## config.mk

```make
export PLATFORM = sky130hd
export DESIGN_NAME = stack_arbiter
export DESIGN_NICKNAME = d
export VERILOG_FILES = /design/src/rtl/stack_arbiter.sv
export SDC_FILE = /design/constraint.sdc
export NUM_CORES = 1
export LEC_CHECK = 0
export CAP_MARGIN = 20
export CORE_UTILIZATION = 40
export DETAILED_ROUTE_END_ITERATION = 10
export PLACE_DENSITY_LB_ADDON = 0.1
export SYNTH_ARGS = -nofsm -noshare
export SYNTH_HDL_FRONTEND = slang
export SYNTH_SLANG_ARGS = --single-unit
```

## constraint.sdc

```tcl
create_clock -name clk -period 2.2 [get_ports clk]
set_clock_uncertainty 0.2 [all_clocks]
set_input_delay 0.44 -clock clk [delete_from_list [all_inputs] [get_ports clk]]
set_output_delay 0.44 -clock clk [all_outputs]
set_load 0.1 [all_outputs]
```

## src/rtl/stack_arbiter.sv

```systemverilog
// stack_arbiter: shares a single-port hardware stack between two requesters.
// Round-robin grant, one PUSH or POP strobe per legal transaction, depth
// tracking with overflow/underflow rejection, and pop data returned after a
// fixed stack read latency.
module stack_arbiter #(
  parameter int WIDTH   = 8,
  parameter int DEPTH   = 256,
  parameter int CNT_W   = 9,
  parameter int POP_LAT = 1
) (
  input  logic             clk,
  input  logic             rst,
  input  logic [1:0]       req,
  input  logic [1:0]       op,
  input  logic [WIDTH-1:0] wdata0,
  input  logic [WIDTH-1:0] wdata1,
  output logic [1:0]       ack,
  output logic [WIDTH-1:0] rdata,
  output logic             err,
  output logic             stk_push,
  output logic             stk_pop,
  output logic [WIDTH-1:0] stk_value,
  input  logic [WIDTH-1:0] stk_data,
  output logic [CNT_W-1:0] depth,
  output logic             full,
  output logic             empty,
  output logic             busy
);

  typedef enum logic [1:0] {IDLE, ISSUE, WAIT, RESP} state_t;

  state_t           state_q, state_d;
  logic             gnt_q, gnt_d;
  logic             op_q, op_d;
  logic             last_q, last_d;
  logic [2:0]       cnt_q, cnt_d;
  logic [CNT_W-1:0] depth_q, depth_d;
  logic [1:0]       ack_q, ack_d;
  logic             err_q, err_d;
  logic [WIDTH-1:0] rdata_q, rdata_d;
  logic             push_q, push_d;
  logic             pop_q, pop_d;
  logic [WIDTH-1:0] value_q, value_d;
  logic             win;
  logic             full_w;
  logic             empty_w;

  assign full_w  = (depth_q == CNT_W'(DEPTH));
  assign empty_w = (depth_q == '0);

  // Contention goes to the requester that was not served last.
  assign win = (req[0] && req[1]) ? ~last_q : req[1];

  // Next-state logic; strobes, ack and err are precomputed so they are
  // registered and appear for exactly the ISSUE / RESP cycle.
  always_comb begin
    state_d = state_q;
    gnt_d   = gnt_q;
    op_d    = op_q;
    last_d  = last_q;
    cnt_d   = cnt_q;
    depth_d = depth_q;
    ack_d   = '0;
    err_d   = 1'b0;
    rdata_d = rdata_q;
    push_d  = 1'b0;
    pop_d   = 1'b0;
    value_d = value_q;
    case (state_q)
      IDLE: begin
        if (req != 2'b00) begin
          gnt_d = win;
          op_d  = op[win];
          if ((op[win] && full_w) || (!op[win] && empty_w)) begin
            // Rejected: answer straight away without touching the stack.
            state_d    = RESP;
            ack_d[win] = 1'b1;
            err_d      = 1'b1;
          end else if (op[win]) begin
            state_d = ISSUE;
            push_d  = 1'b1;
            value_d = win ? wdata1 : wdata0;
            depth_d = depth_q + CNT_W'(1);
          end else begin
            state_d = ISSUE;
            pop_d   = 1'b1;
            depth_d = depth_q - CNT_W'(1);
          end
        end
      end
      ISSUE: begin
        if (op_q) begin
          state_d      = RESP;
          ack_d[gnt_q] = 1'b1;
        end else begin
          state_d = WAIT;
          cnt_d   = 3'(POP_LAT);
        end
      end
      WAIT: begin
        cnt_d = cnt_q - 3'd1;
        if (cnt_q == 3'd1) begin
          rdata_d      = stk_data;
          state_d      = RESP;
          ack_d[gnt_q] = 1'b1;
        end
      end
      RESP: begin
        last_d  = gnt_q;
        state_d = IDLE;
      end
      default: state_d = IDLE;
    endcase
  end

  // FSM state register.
  always_ff @(posedge clk or posedge rst) begin
    if (rst) state_q <= IDLE;
    else     state_q <= state_d;
  end

  // Transaction context, counters and registered outputs.
  always_ff @(posedge clk or posedge rst) begin
    if (rst) begin
      gnt_q   <= 1'b0;
      op_q    <= 1'b0;
      last_q  <= 1'b1;
      cnt_q   <= '0;
      depth_q <= '0;
      ack_q   <= '0;
      err_q   <= 1'b0;
      rdata_q <= '0;
      push_q  <= 1'b0;
      pop_q   <= 1'b0;
      value_q <= '0;
    end else begin
      gnt_q   <= gnt_d;
      op_q    <= op_d;
      last_q  <= last_d;
      cnt_q   <= cnt_d;
      depth_q <= depth_d;
      ack_q   <= ack_d;
      err_q   <= err_d;
      rdata_q <= rdata_d;
      push_q  <= push_d;
      pop_q   <= pop_d;
      value_q <= value_d;
    end
  end

  assign ack       = ack_q;
  assign err       = err_q;
  assign rdata     = rdata_q;
  assign stk_push  = push_q;
  assign stk_pop   = pop_q;
  assign stk_value = value_q;
  assign depth     = depth_q;
  assign full      = full_w;
  assign empty     = empty_w;
  assign busy      = (state_q != IDLE);

endmodule

```

After elaboration in Yosys (flattened, before gate mapping)
Cells that the tools add are included.
Word-level totals
  register bits after elaboration: 38
  input port bits: 30
  logic and storage cells: 79
Operators by class
  $add $sub $neg: 3
  order comparisons: 4
  eq/ne operators: 8
  mux-type cells: 32
  bitwise operators: 2
  reduce and logical (&&, ||, !) cells: 18
Operators with widths (count)
  1-bit 2-to-1 mux: 17
  2-bit 2-to-1 mux: 7
  9-bit by 1-bit adder with 9-bit output, second input constant: 1
  9-bit equality test, second input constant: 1
  9-bit logical NOT: 1
  9-bit 2-to-1 mux: 1
  9-bit by 1-bit subtractor with 9-bit output, second input constant: 1
  8-bit 2-to-1 mux: 1
  2-bit one-hot mux with 4 select lines: 1
  2-bit AND reduction: 4
  2-bit inequality test, second input constant: 3
  2-bit one-hot mux with 3 select lines: 1
  3-bit one-hot mux with 2 select lines: 1
  2-bit nonzero test: 3
  1-bit logical AND: 5
  2-bit equality test, second input constant: 2
  1-bit by 2-bit < comparator with 1-bit output, second input constant: 2
  4-bit AND reduction: 1
  3-bit by 1-bit equality test with 1-bit output, second input constant: 1
  3-bit 2-to-1 mux: 1
  3-bit AND reduction: 1
  3-bit by 1-bit subtractor with 3-bit output, second input constant: 1
  1-bit demux with 1-bit select: 2
  2-bit by 1-bit equality test with 1-bit output, second input constant: 1
  other kinds (5): 7

Longest topological paths before layout
  word-level depth: 10
  mapped depth: 10
  gate-level depth less buffers: 9

Worst setup path after synthesis
No wires, ideal clock.
  path kind: register -> output
  from: register depth_q[1], in the netlist depth[1]
  to: output port empty
  arrival: 3.328 ns
  required time: 1.560 ns
  path slack: -1.768 ns
  cell stages (with the launch flop): 6
  path through: dfrtp_1 > buf_6 > or4_4 > or3_1 > buf_6 > nor2_1
On the way
  longest elaborated chain between the ends: 1
RTL lines
  start: declaration: RTL line 37  | logic [CNT_W-1:0] depth_q, depth_d;
  start signal: assignment: RTL line 141  | depth_q <= depth_d;
  9-bit logical NOT: RTL line 49  | assign empty_w = (depth_q == '0);
  end: declaration: RTL line 26  | output logic empty,
Every way passes these cells.

Worst setup path after layout
  from: register depth_q[2], in the netlist depth[2]
  to: output port empty
Same word-level chain as after synthesis.

==> results by group <==
Floorplanning
  – Die Ht: 73.3 µm
  – Initial Utilization: 42.2%
  – Cell row count: 25
  – Core area: 0.00482 mm²
  – Die Footprint: 0.00537 mm²
  – Number of placed I/O pins: 63
  – Die width: 73.3 µm

Logic synthesis
  – Yosys warning count: 0
  – Synth Register Bits: 38
  – Seq/Total Area, Yosys: 46.8%
  – Cells after Synth: 189
  – Synth cell types: 47
  – Area of the mapped netlist: 0.00203 mm²
  – Syn Nets: 228
  – Average cell area after synthesis: 10.8 µm²

Finish
  – FF/Latch Area: 962 µm²
  – Final instance area: 0.00339 mm²
  – Fin nets: 322
  – Share of cells above drive strength 1: 47.5%
  – Layout area overhead: 66.9%
  – Commonest non-fill, non-tap cell in the layout: buf_4
  – Antenna diodes: 0
  – Area of the multi-input gates: 0.00125 mm²
  – Fillers: 361
  – Most frequent cells in the layout: 45 x buf_4, 31 x dfrtp_1, 26 x clkdlybuf4s50_1

Setup path
  – Critical path origin: depth[2]
  – Crit path max fanout: 2
  – Max incr delay on CP: 0.55 ns
  – Crit-path slowest cell: or4_4
  – Crit Path Class: flop to output port
  – Critical Path Start Type: flop
  – CP Cell Sequence: or4_4, or3_4, nor2_4, buf_12
  – FF-to-FF Start: last_q
  – CP required: 1.56 ns
  – Critical path arrival: 1.91 ns
  – CP Capture Type: output port

Global route
  – Total gr overflow: 0
  – GR Util All Layers: 21.0%
  – First-pass GRT wire length: 8570 µm
  – Initial antenna violation count: 0
  – Vias in the first global route: 1,856
  – Largest net degree at the start of global routing: 39

Placed design
  – Gpl congestion: 0.821
  – Area post-placement: 0.00302 mm²
  – DP HPWL: 3540 µm
  – Port bufs: 62

Flow run
  – Max-cap viol count: 0

Timing
  – Part of the cycle the worst path needs: 116%
  – Final-report hold violation count: 0
  – Max Slew Vio Count: 0
  – Max Clk Rate: 0.392 GHz
  – Worst slew pin tran: 0.478 ns
  – RSZ-0062 raised after global routing: true
  – Fin crit period: 2.55 ns
  – # setup viols final: 10
  – Final setup margin: -0.350 ns
  – Max_slew headroom: 68.1%

CTS
  – H-tree depth: 2
  – Hold-fix buffers at CTS: 0
  – Clock Path Buffers: 2
  – TritonCTS Sinks: 38
  – CTS tree: yes
  – Clk root buf: clkbuf_8
  – Worst-path clk slew: 0.08 ns
  – Total CTS buffers: 5
  – Worst skew pair latency: 0.29 ns

Detailed routing
  – Vias per cell: 5.08
  – DRC viols: 0
  – Pre-antenna DRT Iters: 4
  – Via count: 1,783
  – DRT Wirelength: 5240 µm
  – Routed Antenna Nets: 0
  – 1st-iter DRT viols: 62
  – Routed len/inst: 14.9 µm

Hold path
  – Hold Path Class: flop to flop
  – HP Start: cnt_q[1]

Run status
  – Failing checks: negative setup slack
  – Outcome: finished, violations left
==> stage by stage <==
stage	TNS (ns)	setup slack [ns]	hold WS (ns)	std cells	utilization, %
6_report	-1.52	-0.350	0.293	351	70.4
3_5_place_dp	-11.18	-0.797	0.284	337	62.6
5_1_grt	-2.65	-0.402	0.335	351	70.4
3_3_place_gp	-10.30	-0.708	0.272	337	62.6
4_1_cts	-1.46	-0.351	0.300	348	67.2
2_1_floorplan	-5.43	-0.728	0.250	189	-
==> state kept, by name, indices dropped and copies added (netlist names), 2 cells and up <==
signal / count
ack: 2
stk_value: 8
state_q: 2
depth: 9
cnt_q: 3
rdata: 8
==> what timing repair did <==
item / in CTS / in global routing
buffers inserted: 3 / 1
pin swaps: 19 / 13
setup endpoints to repair: 25 / 23
gates cloned: 0 / 2
resized for setup: 27 / 28
==> routing by layer <==
metal | track usage, % | wire length, µm | vias to the layer above
li1 | - | - | 860
met1 | 26.3 | 2280 | 856
met2 | 35.2 | 2620 | 60
met3 | 5.08 | 263 | 7
met4 | 8.12 | 71 | 0
met5 | 0 | 0 | -
==> cell usage after synthesis (all sizes together) <==
library cell | instances | area [µm²]
a22oi | 1 | 7.51
a41oi | 1 | 8.76
o21ai | 11 | 66.3
o41ai | 1 | 8.76
nand3 | 3 | 15.0
xor2 | 1 | 8.76
a31oi | 1 | 6.26
a32oi | 1 | 8.76
o22a | 1 | 8.76
nor3 | 3 | 20.0
nor2 | 17 | 63.8
and2 | 3 | 18.8
nor4 | 2 | 12.5
a21bo | 1 | 10.0
a21o | 1 | 7.51
o2bb2ai | 2 | 17.5
inv | 9 | 36.3
mux2 | 12 | 139
o221ai | 3 | 26.3
a22o | 2 | 17.5
clkbuf | 2 | 7.51
o211ai | 1 | 7.51
a221oi | 1 | 8.76
a211oi | 2 | 20.0
a21oi | 10 | 50.1
nor3b | 1 | 7.51
nand2 | 15 | 56.3
xnor2 | 7 | 80.1
dfrtp | 37 | 926
ha | 9 | 113
mux2i | 10 | 100
nand2b | 2 | 12.5
dfstp | 1 | 26.3
and3 | 4 | 25.0
buf | 4 | 32.5
nand3b | 1 | 7.51
nor4b | 1 | 8.76
or3 | 4 | 25.0
or4 | 1 | 11.3
==> cell type report <==
| class | count | area share [%] |
|---|---|---|
| Clock inverter | 1 | 0.147 |
| Timing Repair Buffer | 93 | 28.2 |
| Tap cell | 67 | 2.47 |
| Sequential cell | 38 | 28.4 |
| Multi-Input combinational cell | 136 | 36.9 |
| Inverter | 9 | 1.33 |
| Clock buffer | 7 | 2.54 |
==> worst max-delay path: cells and delay by family (launching register included) <==
family	cells	cell delay, ns
AND/OR/NAND/NOR	3	1.02
buffers and inverters	1	0.18
flip-flops	1	0.41
==> cells by family (layout without fill, tap and decap cells) <==
logic type | after synthesis | after routing | synth area share [%]
AOI/OAI and AO/OA | 40 | 40 | 13.8
xor gates and xnor gates | 8 | 8 | 4.37
adders and majority gates | 9 | 9 | 5.54
buffers and inverters | 15 | 110 | 3.75
DFF | 38 | 38 | 46.8
muxes | 22 | 22 | 11.8
and+or+nand+nor | 57 | 57 | 14.0
==> worst paths after layout <==
| kind | endpoint | slack (ns) | cells after the start |
|---|---|---|---|
| max | empty | -0.35 | 4 |
| min reg2reg | cnt_q[1] | 0.29 | 2 |
| min in group asynchronous | stk_push | 0.30 | 3 |
| min | cnt_q[1] | 0.29 | 2 |
| max reg2reg | depth[6] | -0.18 | 10 |
| max in group asynchronous | last_q | 1.24 | 3 |
Power is left out: the tool's default activity adds up to more than one toggle a clock period on the data nets, which glitch-free logic cannot reach.
